`config.mk`:
```
export PLATFORM = sky130hd
export DESIGN_NAME = tap_delay_line
export DESIGN_NICKNAME = d
export VERILOG_FILES = /design/src/rtl/tap_delay_line.sv
export SDC_FILE = /design/constraint.sdc
export NUM_CORES = 1
export LEC_CHECK = 0
export CORE_AREA = 2 2 39 41
export DETAILED_ROUTE_END_ITERATION = 16
export DIE_AREA = 0 0 41 43
export HOLD_SLACK_MARGIN = 0.03
export MAX_ROUTING_LAYER = met4
export RECOVER_POWER = 50
export SETUP_SLACK_MARGIN = 0.4
export SYNTH_ARGS = -nofsm -noshare
export SYNTH_HDL_FRONTEND = slang
export SYNTH_SLANG_ARGS = --single-unit
```
`constraint.sdc`:
```
create_clock -name clk -period 1.5 [get_ports clk]
set_input_delay 0.3 -clock clk [delete_from_list [all_inputs] [get_ports clk]]
set_output_delay 0.3 -clock clk [all_outputs]
set_load 0.05 [all_outputs]
```
`src/rtl/tap_delay_line.sv`:
```
// Shift register holding the delayed samples of a FIR filter.
//
// Ports:
//   clk   clock, rising edge
//   rst   synchronous active-high reset, clears every tap
//   d     sample entering the line
//   taps  taps[0] is d delayed by one clock, taps[k] by k+1 clocks
module tap_delay_line #(
    parameter int unsigned W     = 4,
    parameter int unsigned DEPTH = 3
) (
    input  logic                      clk,
    input  logic                      rst,
    input  logic [W-1:0]              d,
    output logic [DEPTH-1:0][W-1:0]   taps
);

    always_ff @(posedge clk) begin
        if (rst) begin
            taps <= '0;
        end else begin
            taps[0] <= d;
            for (int k = 1; k < int'(DEPTH); k++) begin
                taps[k] <= taps[k-1];
            end
        end
    end

endmodule

```
# After elaboration in Yosys (flattened, before gate mapping)
# Cells that the tools add are included.
# W data, S select, Z words.
[word_totals]
mem_bits_rw = 0
romBits = 0
out_inout_bits = 12
inputBits = 6
n_memories = 0
wordCells = 3
latch_bits = 0
regBits = 12
[classes]
mul = 0
n_div = 0
order_cmp = 0
muxes = 0
reduce_logical = 0
bitwise = 0
n_shift = 0
eq_ne = 0
n_addsub = 0

# Longest topological paths before layout
# Gate-level depths: netlist of run 1.
[depth]
depth_word = 0
mapped_depth = 2
mapped_depth_nobuf = 1

# Least setup slack after synthesis of run 1
# No wires, ideal clock.
[synth_timing]
kind = "register -> output"
start = "reg taps[3] (netlist name)"
end = "out taps[3] (netlist name)"
path_stages_with_launch = 1
arrival_time_ns = 0.603
path_buffers = 0
required_time_ns = 1.200
setup_slack_ns = 0.597
cell_sequence = "dfxtp_1"
[synth_lines]
columns = ["item", "line", "source"]
rows = [
  ["start, declared", "15", "output logic [DEPTH-1:0][W-1:0] taps"],
  ["start signal, assigned by index", "24", "taps[k] <= taps[k-1];"],
]
# No word-level cell between the ends.

# Worst setup path in the final report of run 1
[layout_timing]
start = "reg taps[4] (netlist name)"
end = "out taps[4] (netlist name)"
# No word-level cell between the ends.

==> summary.md, run 1 <==
| Metric | Value |
|---|---|
| Status | `completed` |
| Proportion of synthesized area in mux cells | `0%` |
| Final setup TNS | `0 ns` |
| Sink Count | `12` |
| Clock slew seen by the registers of the worst setup and hold paths | `0.07 ns` |
| Main area contributors after synthesis | `dfxtp_1, nor2b_2, nor2b_4, and2b_2, buf_6` |
| Max-cap viol count | `0` |
| Final hold violation count | `0` |
| DRT Wirelength | `588 um` |
| Clock power frac | `27.6%` |
| CTS root buffer | `clkbuf_4` |
| Post-route cell area | `678 um2` |
| Post-synthesis simple-gate area fraction | `31.4%` |
| Gate power share | `19.8%` |
| Psw | `0.160 mW` |
| Post-synth top area cell | `dfxtp_1` |
| IO Pins | `18` |
| CTS tree | `yes` |
| CP Launch Type | `register` |
| HP Start | `taps[3]$_SDFF_PP0_` |
| Global-route wire length before repair | `1020 um` |
| Worst-Margin Slew | `0.180 ns` |
| DR WL/cell | `9.48 um` |
| Flop pwr share | `52.6%` |
| Synth top area share | `65.5%` |
| Post-Synth Adder-Cell Area | `0%` |
| Post-CTS setup buffers | `0` |
| Worst hold path type | `reg -> reg` |
| Die W | `41 um` |
| Main combinational cell family by area after synthesis | `simple AND/OR/NAND/NOR gates` |
| Max FFs per register | `12` |
| Hold-fix buffers, CTS | `0` |
| Worst slew margin | `88.0%` |
| First-pass DRT Iterations | `1` |
| Fin crit share | `71.5%` |
| Vias in the first global route | `249` |
| P_int | `0.495 mW` |
| Worst Path Buf+Inv | `1` |
| P_leak | `0.281 nW` |
| Num CTS Buffers | `3` |
| Remaining global-route overflow | `0` |
| Synth Warn # | `0` |
| Pwr Density | `966 nW/um2` |
| Compound-Gate Fraction of Synth Area | `0%` |
| Filler Cell Count | `128` |
| Max VDD drop | `420 uV` |
| CP Launch Point | `taps[4]$_SDFF_PP0_` |
| DIE HEIGHT | `43 um` |
| Placer congestion estimate | `0.664` |
| Die area | `1760 um2` |
| FF/Latch Area | `249 um2` |
| ANT nets after route | `0` |
| Clock Latency Late Sink | `0.26 ns` |
| Synth Net Count | `31` |
| GRT Overall Usage | `9.65%` |
| Final Skew | `0.000300 ns` |
| Longest Clk Path Bufs | `2` |
| Synth Register Bits | `12` |
| Total Power | `0.655 mW` |
| XOR/XNOR Fraction of Synth Area | `0%` |
| Diodes inserted | `0` |
| Synthesized area | `367 um2` |
| Vias | `227` |
| Crit-path max cell delay | `0.37 ns` |
| Syn Area/Cell | `14.7 um2` |
| Fin nets | `54` |
| Row count | `14` |
| Final min period | `1.07 ns` |
| CP arrival | `0.77 ns` |
| Biggest register | `taps` |
| Share of post-route cells with drive strength above 1 | `71.7%` |
| WP data required | `1.20 ns` |
| CP top delay family | `flip-flops` |
| Placed Area | `656 um2` |
| # DRC | `0` |
| Sw frac | `24.5%` |
| Core box area | `1380 um2` |
| Largest net degree at the start of global routing | `9` |
| Layout area overhead | `85.0%` |
| R2R Path Start | `taps[7]$_SDFF_PP0_` |
| Initial core utilization | `26.5%` |
| Slew Limit Fails | `0` |
| Critical path's slowest cell | `dfxtp_1` |
| Area occupied by multi-input gates | `110 um2` |
| Via density | `3.66` |
| Port Buf Inserts | `17` |
| Crit-path cells | `buf_12` |
| CTS H-Tree Depth | `1` |
| Sequential cell area fraction in the yosys report | `65.5%` |
| Post-synthesis cell count | `25` |
| RSZ-0062 raised after global routing | `no` |
| Final setup viols | `0` |
| Setup CP Type | `reg -> out` |
| Initial antenna violation count | `0` |
| Largest regs | `taps: 12 flops` |
| Crit end category | `output pin` |
| Distinct cells, synth | `5` |
| Fmax | `932 MHz` |
| Detail Placement HPWL | `490 um` |
| Max FO, Critical Path | `2` |
| Iter 0 DRT Violations | `0` |
[cell usage in the layout, fill, tap and decap left out]
cell type,instances
buf_12,10
dlygate4sd3_1,1
nor2b_2,6
clkdlybuf4s50_1,4
clkbuf_4,3
dfxtp_1,5
dfxtp_2,7
buf_4,3
nor2b_1,2
clkbuf_1,1
and2b_2,2
nor2b_4,2
[what timing repair did]
| item | in CTS | in global routing |
|---|---|---|
| endpoints found under the setup margin | 0 | 7 |
| gates resized for setup | 0 | 7 |
| endpoints found under the hold margin | 0 | 0 |
[layout make-up]
cell class | instances | share of cell area, %
Timing Repair Buffer | 19 | 40.8
Sequential cell | 12 | 36.7
Multi-Input combinational cell | 12 | 16.2
Clock buffer | 3 | 3.32
Tap cell | 16 | 2.95
[path summary, 6_finish.rpt]
| path | end | cells after the start | slack (ns) |
|---|---|---|---|
| worst max register to register | taps[11]$_SDFF_PP0_ | 1 | 0.88 |
| worst max-delay path | taps[4] | 1 | 0.43 |
| worst min-delay path | taps[7]$_SDFF_PP0_ | 1 | 0.48 |
| worst min register to register | taps[7]$_SDFF_PP0_ | 1 | 0.48 |
[cell usage after synthesis]
cell type and count:
dfxtp_1 12, buf_6 1, nor2b_2 8, nor2b_4 2
and2b_2 2
[layer usage]
metal | track usage (%) | part of all wire (%)
met5 | - | 0
met3 | 3.14 | 4.9
met2 | 14.1 | 58
met1 | 8.91 | 35
met4 | 10.0 | 1.4
[through the flow]
step	utilization [%]	setup WS (ns)	instances	hold slack, ns
CTS	49.0	0.402	62	0.503
finish	49.0	0.427	62	0.483
global route	49.0	0.403	62	0.495
floorplan	-	0.597	25	0.429
global placement	47.4	0.325	59	0.487
detailed placement	47.4	0.285	59	0.494
[power by group through the flow]
stage | combinational [mW] | clock (mW) | sequential, mW
6_report | 0.130 | 0.181 | 0.345
5_1_grt | 0.135 | 0.205 | 0.346
4_1_cts | 0.133 | 0.189 | 0.343
3_5_place_dp | 0.133 | 0 | 0.350
3_3_place_gp | 0.132 | 0 | 0.350
2_1_floorplan | 0.0227 | 0 | 0.389
[cell families (layout without fill, tap and decap cells)]
group,count (synthesis),count (layout)
buffers and inverters,1,22
and+or+nand+nor,12,12
DFF,12,12
(Power assumes the default switching activity.)
==> inputs of run 2 (changes only) <==
==> constraint.sdc (replaced) <==
create_clock -name clk -period 0.93 [get_ports clk]
set_input_delay 0.186 -clock clk [delete_from_list [all_inputs] [get_ports clk]]
set_output_delay 0.186 -clock clk [all_outputs]
set_load 0.05 [all_outputs]
==> summary.md, run 2 (synthesized netlist as in run 1, its figures left out) <==
| Metric | Value |
|---|---|
| Setup CP Type | `reg -> out` |
| Worst slew margin | `70.6% (-17 points)` |
| Row count | `14 (unchanged)` |
| CP Launch Type | `register` |
| Failing checks | `setup timing` |
| DIE HEIGHT | `43 um (unchanged)` |
| Final hold violation count | `0 (unchanged)` |
| Largest regs | `taps: 12 flops` |
| CTS tree | `yes` |
| Die area | `1760 um2 (unchanged)` |
| # DRC | `0 (unchanged)` |
| RSZ-0062 raised after global routing | `yes` |
| Crit end category | `output pin` |
| DR WL/cell | `10.8 um (+14%)` |
| Initial antenna violation count | `0 (unchanged)` |
| Layout area overhead | `115%` |
| Num CTS Buffers | `3 (unchanged)` |
| P_leak | `0.322 nW (+15%)` |
| Final WS setup | `-0.0145 ns (-0.442 ns)` |
| Share of post-route cells with drive strength above 1 | `85.4% (+14 points)` |
| Slew Limit Fails | `0 (unchanged)` |
| Pwr Density | `1360 nW/um2 (+41%)` |
| Filler Cell Count | `114 (-11%)` |
| CP top delay family | `flip-flops` |
| Longest Clk Path Bufs | `2 (unchanged)` |
| IO Pins | `18 (unchanged)` |
| Detail Placement HPWL | `621 um (+27%)` |
| ANT nets after route | `0 (unchanged)` |
| Max FFs per register | `12 (unchanged)` |
| Most frequent cells in the layout | `buf_12, dfxtp_4, nor2b_4` |
| Remaining global-route overflow | `0 (unchanged)` |
| CTS root buffer | `clkbuf_4` |
| Hold-fix buffers, CTS | `0 (unchanged)` |
| Core box area | `1380 um2 (unchanged)` |
| Biggest register | `taps` |
| Diodes inserted | `0 (unchanged)` |
| Placer congestion estimate | `0.654 (-1.5%)` |
| Fin crit share | `102%` |
| Global-route wire length before repair | `1150 um (+12%)` |
| Via density | `3.83 (+4.6%)` |
| Critical path's slowest cell | `dfxtp_4` |
| Hold WS | `0.258 ns (-0.225 ns)` |
| Worst hold path type | `in -> reg` |
| Initial core utilization | `26.5% (unchanged)` |
| CTS H-Tree Depth | `1 (unchanged)` |
| First-pass DRT Iterations | `2 (+1)` |
| WP data required | `0.74 ns (-0.46 ns)` |
| Iter 0 DRT Violations | `2 (+2)` |
| Max-cap viol count | `0 (unchanged)` |
| Final setup viols | `12 (+12)` |
| Sink Count | `12 (unchanged)` |
| Max FO, Critical Path | `2 (unchanged)` |
| Final setup TNS | `-0.106 ns (-0.106 ns)` |
| Largest net degree at the start of global routing | `9 (unchanged)` |
| Clock Latency Late Sink | `0.26 ns (about the same)` |
| CP arrival | `0.76 ns (about the same)` |
| Port Buf Inserts | `17 (unchanged)` |
| DRT Wirelength | `692 um (+18%)` |
| Fin nets | `55 (+1.9%)` |
| Vias | `245 (+7.9%)` |
| Worst-Margin Slew | `0.440 ns (+0.260 ns)` |
| Worst Path Buf+Inv | `1 (unchanged)` |
| Final min period | `0.944 ns` |
| Final Skew | `0.00225 ns (+0.00195 ns)` |
| Max VDD drop | `636 uV (+51%)` |
| Crit-path max cell delay | `0.35 ns (-0.02 ns)` |
| Crit-path cells | `buf_12` |
| Status | `finished with violations` |
| GRT Overall Usage | `10.7% (+1.0 points)` |
| Clock slew seen by the registers of the worst setup and hold paths | `0.07 ns (about the same)` |
| Die W | `41 um (unchanged)` |
| Vias in the first global route | `279 (+12%)` |
| Final core occ | `57.0% (+8.0 points)` |
| Fmax | `1060 MHz` |
==> run 2: where the power goes <==
| part | leakage [nW] | internal [mW] | switching, mW | total (mW) |
|---|---|---|---|---|
| Sequential | 0.107 | 0.515 | 0.0198 | 0.535 |
| Combinational | 0.200 | 0.123 | 0.108 | 0.230 |
| Clock | 0.0154 | 0.155 | 0.153 | 0.308 |
==> run 2: stage by stage <==
step | instance area, um2 | setup WS (ns) | std cells | power (mW)
final | 788 | -0.0145 | 64 | 1.07
after floorplan | 442 | 0.240 | 25 | 0.659
after global routing | 788 | -0.0529 | 64 | 1.15
after detailed placement | 768 | -0.177 | 59 | 0.790
after CTS | 807 | -0.0306 | 64 | 1.11
after global placement | 768 | -0.153 | 59 | 0.784
==> run 2: layout make-up <==
type	instances	area (um2)	area share (%)
clock buffer	3	22.5	2.86
clock inverter	1	3.75	0.476
multi-input combinational	12	155	19.7
sequential	12	285	36.2
tap	16	20.0	2.54
timing repair buffer	20	302	38.3
==> run 2: per-layer routing <==
layer	part of all wire [%]	wire [um]	GRT usage, %
met2	66	459	17.5
met1	28	195	9.60
met4	0	0	6.00
met3	5.5	38	4.71
met5	0	0	-
==> run 2: what timing repair did <==
item                       4_1_cts  5_1_grt
setup buffers                    1        0
gates cloned                     0        0
gates resized for setup          8        0
setup endpoints to repair       24       20
==> run 2: final timing paths <==
| kind | cells past startpoint | to | slack (ns) | from |
|---|---|---|---|---|
| setup reg to reg | 2 | taps[10]$_SDFF_PP0_ | 0.22 | taps[6]$_SDFF_PP0_ |
| hold reg to reg | 1 | taps[7]$_SDFF_PP0_ | 0.50 | taps[3]$_SDFF_PP0_ |
| hold / removal | 2 | taps[0]$_SDFF_PP0_ | 0.26 | d[0] |
| setup / recovery | 1 | taps[4] | -0.01 | taps[4]$_SDFF_PP0_ |
